### src/rtl/pim_dram_scheduler.sv
// pim_dram_scheduler: open-page command scheduler sharing one DRAM bank between
// the PIM units. Round-robin arbitration, ACT/RD/WR/PRE sequencing with
// tRCD/tRAS/tWR/tRP enforced by saturating down-counters.
// Optional feature macro: PIM_SCHED_ROW_HIT_FIRST_EN (open-row hits win arbitration).
module pim_dram_scheduler #(
    parameter int NUM_REQ = 4,
    parameter int ADDR_W  = 10,
    parameter int TRCD    = 10,
    parameter int TRAS    = 22,
    parameter int TWR     = 7,
    parameter int TRP     = 10
) (
    input  logic                       clk,
    input  logic                       rst,
    input  logic [NUM_REQ-1:0]         req_valid,
    input  logic [NUM_REQ-1:0]         req_we,
    input  logic [NUM_REQ*ADDR_W-1:0]  req_row,
    output logic [NUM_REQ-1:0]         req_ack,
    output logic                       cmd_valid,
    output logic [1:0]                 cmd_op,
    output logic [ADDR_W-1:0]          cmd_row,
    output logic [$clog2(NUM_REQ)-1:0] cmd_id,
    output logic                       row_open,
    output logic                       busy
);
    localparam int ID_W   = $clog2(NUM_REQ);
    localparam int MAX_AB = (TRCD > TRAS) ? TRCD : TRAS;
    localparam int MAX_CD = (TWR > TRP) ? TWR : TRP;
    localparam int MAX_T  = (MAX_AB > MAX_CD) ? MAX_AB : MAX_CD;
    localparam int CNT_W  = $clog2(MAX_T + 1);

    localparam logic [1:0] OP_PRE = 2'b00;
    localparam logic [1:0] OP_ACT = 2'b01;
    localparam logic [1:0] OP_RD  = 2'b10;
    localparam logic [1:0] OP_WR  = 2'b11;

    typedef enum logic [1:0] {IDLE, ACT_WAIT, ACTIVE, PRE_WAIT} state_t;

    state_t              state;
    logic [CNT_W-1:0]    wait_cnt;
    logic [CNT_W-1:0]    tras_cnt;
    logic [CNT_W-1:0]    twr_cnt;
    logic [ID_W-1:0]     rr_ptr;
    logic [ID_W-1:0]     lat_id;
    logic [ADDR_W-1:0]   lat_row;
    logic                lat_we;
    logic [ADDR_W-1:0]   open_row;

    logic [ADDR_W-1:0]   rows [NUM_REQ];
    logic [NUM_REQ-1:0]  cand;
    logic [ID_W-1:0]     ptr_eff;
    logic [ID_W-1:0]     j;
    logic [ID_W-1:0]     win_id;
    logic                win_found;
    logic                row_hit;
    logic                hit_issue;
    logic                act_go;
    logic                acc_go;
    logic                pre_go;
    logic                arb_en;
    logic                do_latch;

    function automatic logic [ID_W-1:0] next_id(input logic [ID_W-1:0] id);
        return (id == ID_W'(NUM_REQ - 1)) ? '0 : id + 1'b1;
    endfunction

    // Unpack the flat row bus into one row per requester
    always_comb begin
        for (int i = 0; i < NUM_REQ; i++) begin
            rows[i] = req_row[i*ADDR_W +: ADDR_W];
        end
    end

    assign row_hit   = (lat_row == open_row);
    assign hit_issue = (state == ACTIVE) && busy && row_hit;
    assign act_go    = ((state == IDLE) && busy) || ((state == PRE_WAIT) && (wait_cnt == '0));
    assign acc_go    = ((state == ACT_WAIT) && (wait_cnt == '0)) || hit_issue;
    assign pre_go    = (state == ACTIVE) && busy && !row_hit && (tras_cnt == '0) && (twr_cnt == '0);
    // A hit issuing this cycle frees the latch, so the next winner is picked in
    // the same cycle to sustain one access per cycle.
    assign arb_en    = ((state == IDLE) && !busy) || ((state == ACTIVE) && (!busy || hit_issue));
    assign do_latch  = arb_en && win_found;

    // Round-robin winner selection; the requester being (or just) acked is masked
    // because it still holds req_valid until it has seen its ack.
    always_comb begin
        cand = req_valid & ~req_ack;
        if (hit_issue) begin
            cand[lat_id] = 1'b0;
        end
`ifdef PIM_SCHED_ROW_HIT_FIRST_EN
        begin
            logic [NUM_REQ-1:0] hit_vec;
            hit_vec = '0;
            for (int i = 0; i < NUM_REQ; i++) begin
                hit_vec[i] = cand[i] && (rows[i] == open_row) && (state == ACTIVE);
            end
            if (|hit_vec) begin
                cand = hit_vec;
            end
        end
`endif
        ptr_eff   = hit_issue ? next_id(lat_id) : rr_ptr;
        win_found = 1'b0;
        win_id    = '0;
        j         = '0;
        for (int k = 0; k < NUM_REQ; k++) begin
            j = ID_W'((int'(ptr_eff) + k) % NUM_REQ);
            if (!win_found && cand[j]) begin
                win_found = 1'b1;
                win_id    = j;
            end
        end
    end

    // Bank FSM, timing counters, request latch and registered command outputs
    always_ff @(posedge clk or posedge rst) begin
        if (rst) begin
            state     <= IDLE;
            wait_cnt  <= '0;
            tras_cnt  <= '0;
            twr_cnt   <= '0;
            rr_ptr    <= '0;
            lat_id    <= '0;
            lat_row   <= '0;
            lat_we    <= 1'b0;
            open_row  <= '0;
            req_ack   <= '0;
            cmd_valid <= 1'b0;
            cmd_op    <= OP_PRE;
            cmd_row   <= '0;
            cmd_id    <= '0;
            row_open  <= 1'b0;
            busy      <= 1'b0;
        end else begin
            cmd_valid <= 1'b0;
            req_ack   <= '0;
            if (wait_cnt != '0) wait_cnt <= wait_cnt - 1'b1;
            if (tras_cnt != '0) tras_cnt <= tras_cnt - 1'b1;
            if (twr_cnt  != '0) twr_cnt  <= twr_cnt  - 1'b1;

            if (act_go) begin
                cmd_valid <= 1'b1;
                cmd_op    <= OP_ACT;
                cmd_row   <= lat_row;
                cmd_id    <= lat_id;
                row_open  <= 1'b1;
                open_row  <= lat_row;
                wait_cnt  <= CNT_W'(TRCD - 1);
                tras_cnt  <= CNT_W'(TRAS - 1);
                state     <= ACT_WAIT;
            end else if (acc_go) begin
                cmd_valid       <= 1'b1;
                cmd_op          <= lat_we ? OP_WR : OP_RD;
                cmd_row         <= lat_row;
                cmd_id          <= lat_id;
                req_ack[lat_id] <= 1'b1;
                busy            <= 1'b0;
                rr_ptr          <= next_id(lat_id);
                if (lat_we) twr_cnt <= CNT_W'(TWR - 1);
                state           <= ACTIVE;
            end else if (pre_go) begin
                cmd_valid <= 1'b1;
                cmd_op    <= OP_PRE;
                cmd_row   <= '0;
                cmd_id    <= lat_id;
                row_open  <= 1'b0;
                wait_cnt  <= CNT_W'(TRP - 1);
                state     <= PRE_WAIT;
            end

            if (do_latch) begin
                lat_id  <= win_id;
                lat_row <= rows[win_id];
                lat_we  <= req_we[win_id];
                busy    <= 1'b1;
            end
        end
    end
endmodule

### config.mk
export PLATFORM = sky130hd
export DESIGN_NAME = pim_dram_scheduler
export DESIGN_NICKNAME = d
export VERILOG_FILES = /design/src/rtl/pim_dram_scheduler.sv
export SDC_FILE = /design/constraint.sdc
export NUM_CORES = 1
export LEC_CHECK = 0
export BUFFER_PORTS_ARGS = -buffer_cell sky130_fd_sc_hd__buf_4
export CAP_MARGIN = 10
export CORE_MARGIN = 1.5
export CORE_UTILIZATION = 25
export CTS_BUF_LIST = sky130_fd_sc_hd__clkbuf_8
export DETAILED_ROUTE_END_ITERATION = 6
export GPL_TIMING_DRIVEN = 0
export PLACE_DENSITY = 0.4
export SLEW_MARGIN = 10
export SYNTH_ARGS = -nofsm -noshare
export SYNTH_HDL_FRONTEND = slang
export SYNTH_SLANG_ARGS = --single-unit
### constraint.sdc
create_clock -name clk -period 6.4 [get_ports clk]
set_clock_uncertainty 0.15 [all_clocks]
set_input_delay 0.96 -clock clk [delete_from_list [all_inputs] [get_ports clk]]
set_output_delay 0.96 -clock clk [all_outputs]
set_load 0.005 [all_outputs]
==> impl_metrics.yaml <==
outcome:
  outcome: "complete, no violations"
timing:
  period_minus_slack_ps: 3178
  setup_viol: 0
  rsz0062_at_grt: "false"
  fmaxAchievable_ghz: 0.3147
  relSlewSlack_pct: 61.38
  setup_ws_ps: 3222
  min_period_over_period_pct: 49.66
  drv_slew: 0
  setup_tns_ps: 0
  worst_slew_pin_slew_ps: 575.5
  hold_viol_final: 0
synth:
  mappedNetlistNets: 375
  netlist_area_um2: 3256
  synth.top_cells.by_area: "dfrtp_1, mux2i_1, nand2_1"
  yosysTopAreaCell: "dfrtp_1"
  avgSynthCellArea_um2: 10.24
  ys.flop_type: "dfrtp_1"
  async_reset_ff_share_pct: 100.0
  synthCells: 318
  yosysMostFrequentCell: "dfrtp_1"
  synth-seq-cells: 63
  synth_edf_count: 0
  yosys_warnings: 0
  ys_types: 44
  synthTopCellsByCount: "dfrtp_1, nand2_1, mux2i_1"
  netlist.area_leader.share_pct: 48.42
  yosysSeqAreaShare_pct: 48.42
power_and_ir_drop:
  sw_frac_of_total_pct: 37.74
  power_density_nw_per_um2: 451.4
  seqPwrFrac_pct: 38.2
  ir_drop_mv: 0.1151
  switching_power_mw: 0.7176
  pwr-share-clk_pct: 18.0
  p_leak_nw: 2.031
  p_comb_share_pct: 43.8
  intPower_mw: 1.184
job:
  drv_cap: 0
place:
  port_buffers: 70
  place_area_um2: 4026
  finalWeightedCongestion: 0.7549
  dpl.cell_count: 561
  pre_cts_ws_ps: 3217
  dp_hpwl_mm: 6.007
clock_tree:
  clkSinkCount: 63
  cts_buffer_depth: 2
  clkSlewWorstSetupHoldPaths_ps: 70
  hold_buffers: 0
  clock_latency_ps: 340
  htree_levels: 3
  cts_made_buffers: 9
  post_cts_resized: 0
  cts_tree: "done"
  postCtsSetupRepairBufs: 0
  cts.root.buffer_cell: "clkbuf_8"
finish:
  final_cells: 575
  fin_nets: 457
  layout.core_utilization_pct: 33.24
  syn2layout_area_growth_pct: 29.36
  layout-drive-gt1-share_pct: 29.53
  diodes: 0
  final_area_um2: 4212
floorplan:
  ioPinCount: 71
  num_rows: 41
  die_height_um: 117.1
  die-area_um2: 13720
  die_w_um: 117.1
  start_util_pct: 25.69
  core_area_um2: 12670
critical_path:
  reg2reg_slack_ps: 3220
  critPathArrivalTime_ps: 3240
  startpoint_type: "register"
  end_kind: "register"
  required_ps: 6460
  worstSetupPathType: "register to register"
  crit_fanout: 10
worst_hold_path:
  holdCritPathClass: "input pin to asynchronous set/reset pin"
detailed_routing:
  wl_mm: 8.088
  drt_iter0_drc: 64
  viasPerCell: 4.438
  ant_nets: 0
  drt_first_pass_iters: 4
  num_vias: 2552
  drc_errors: 0
  wl_per_cell_um: 14.07
grt:
  grt_pass1_vias: 2603
  grt_pass1_wl_mm: 13.30
  grt_start_max_net_pins: 59
  grt_remaining_overflow: 0
  antenna_found_initial: 0
  grtUsageTotal_pct: 12.91
==> stage by stage <==
step	power [mW]	hold slack, ps
3_3_place_gp	1.572	317.3
2_1_floorplan	1.306	308.7
4_1_cts	1.941	325.2
6_report	1.901	339.3
3_5_place_dp	1.585	321.7
5_1_grt	2.075	330.4
==> cells in the final DEF (no fill, tap or decap), drive strengths merged, types with 12 or more instances in the layout <==
| cell | instances |
|---|---|
| buf | 79 |
| nand2 | 58 |
| inv | 13 |
| mux2i | 24 |
| mux2 | 12 |
| clkbuf | 16 |
| nor2 | 13 |
| dfrtp | 63 |
| o21ai | 20 |
| a21oi | 12 |
==> power groups by stage <==
| stage | clock [mW] | combinational, mW | sequential (mW) |
|---|---|---|---|
| after floorplan | 0 | 0.618 | 0.688 |
| after global placement | 0 | 0.836 | 0.736 |
| after detailed placement | 0 | 0.847 | 0.738 |
| after CTS | 0.357 | 0.852 | 0.732 |
| after global routing | 0.371 | 0.951 | 0.752 |
| final | 0.343 | 0.833 | 0.726 |
==> area by class of cell <==
cell class | instances | area (um2)
well taps | 172 | 215.2
fillers | 1360 | 8459
inverters | 13 | 51.30
clock inverters | 4 | 47.55
clock buffers | 10 | 137.6
flip-flops and latches | 63 | 1577
repair buffers | 71 | 553.0
multi-input cells | 228 | 1519
plain buffers | 14 | 111.4
==> layer usage <==
layer | vias to the layer above | routed length (um) | track usage [%]
li1 | 1268 | - | -
met2 | 61 | 3765 | 20.39
met3 | 15 | 353 | 2.884
met4 | 0 | 155 | 6.104
met1 | 1208 | 3814 | 16.84
met5 | - | 0 | 0
==> sequential cells by signal, summed over array words and instances (netlist names) <==
register and flops:
lat_we 1, tras_cnt 5, state 2, req_ack 4, cmd_id 2, lat_id 2
row_open 1, lat_row 10, cmd_valid 1, twr_cnt 5, rr_ptr 2, busy 1
wait_cnt 5, open_row 10, cmd_row 10, cmd_op 2
==> cell families after synthesis <==
kind of cell    count (synthesis)  synth area share (%)
simple gates                  108                 15.68
buf+inv                        27                 4.919
mux                            36                 11.53
fa+ha+maj                       7                 2.690
compound gates                 59                 11.91
flops                          63                 48.42
xor+xnor                       18                 4.842
==> worst max-delay path: stages (launching register included) <==
cell	delay (ps)
dfrtp_1	460
xor2_1	170
nor4_1	360
and4_1	280
buf_6	150
a21oi_1	50
or3_1	350
o21ai_1	490
or2_2	230
buf_2	220
o221ai_1	130
==> path summary, 6_finish.rpt <==
check,start,endpoint,depth (start not counted)
max,lat_row[4],lat_row[0],10
min,rst,cmd_row[6],2
max reg2reg,lat_row[4],lat_row[0],10
min reg2reg,row_open,row_open,2
max in group asynchronous,rst,req_ack[1],3
min in group clk,row_open,row_open,2
Note: power is estimated with default switching activity, not from simulation.
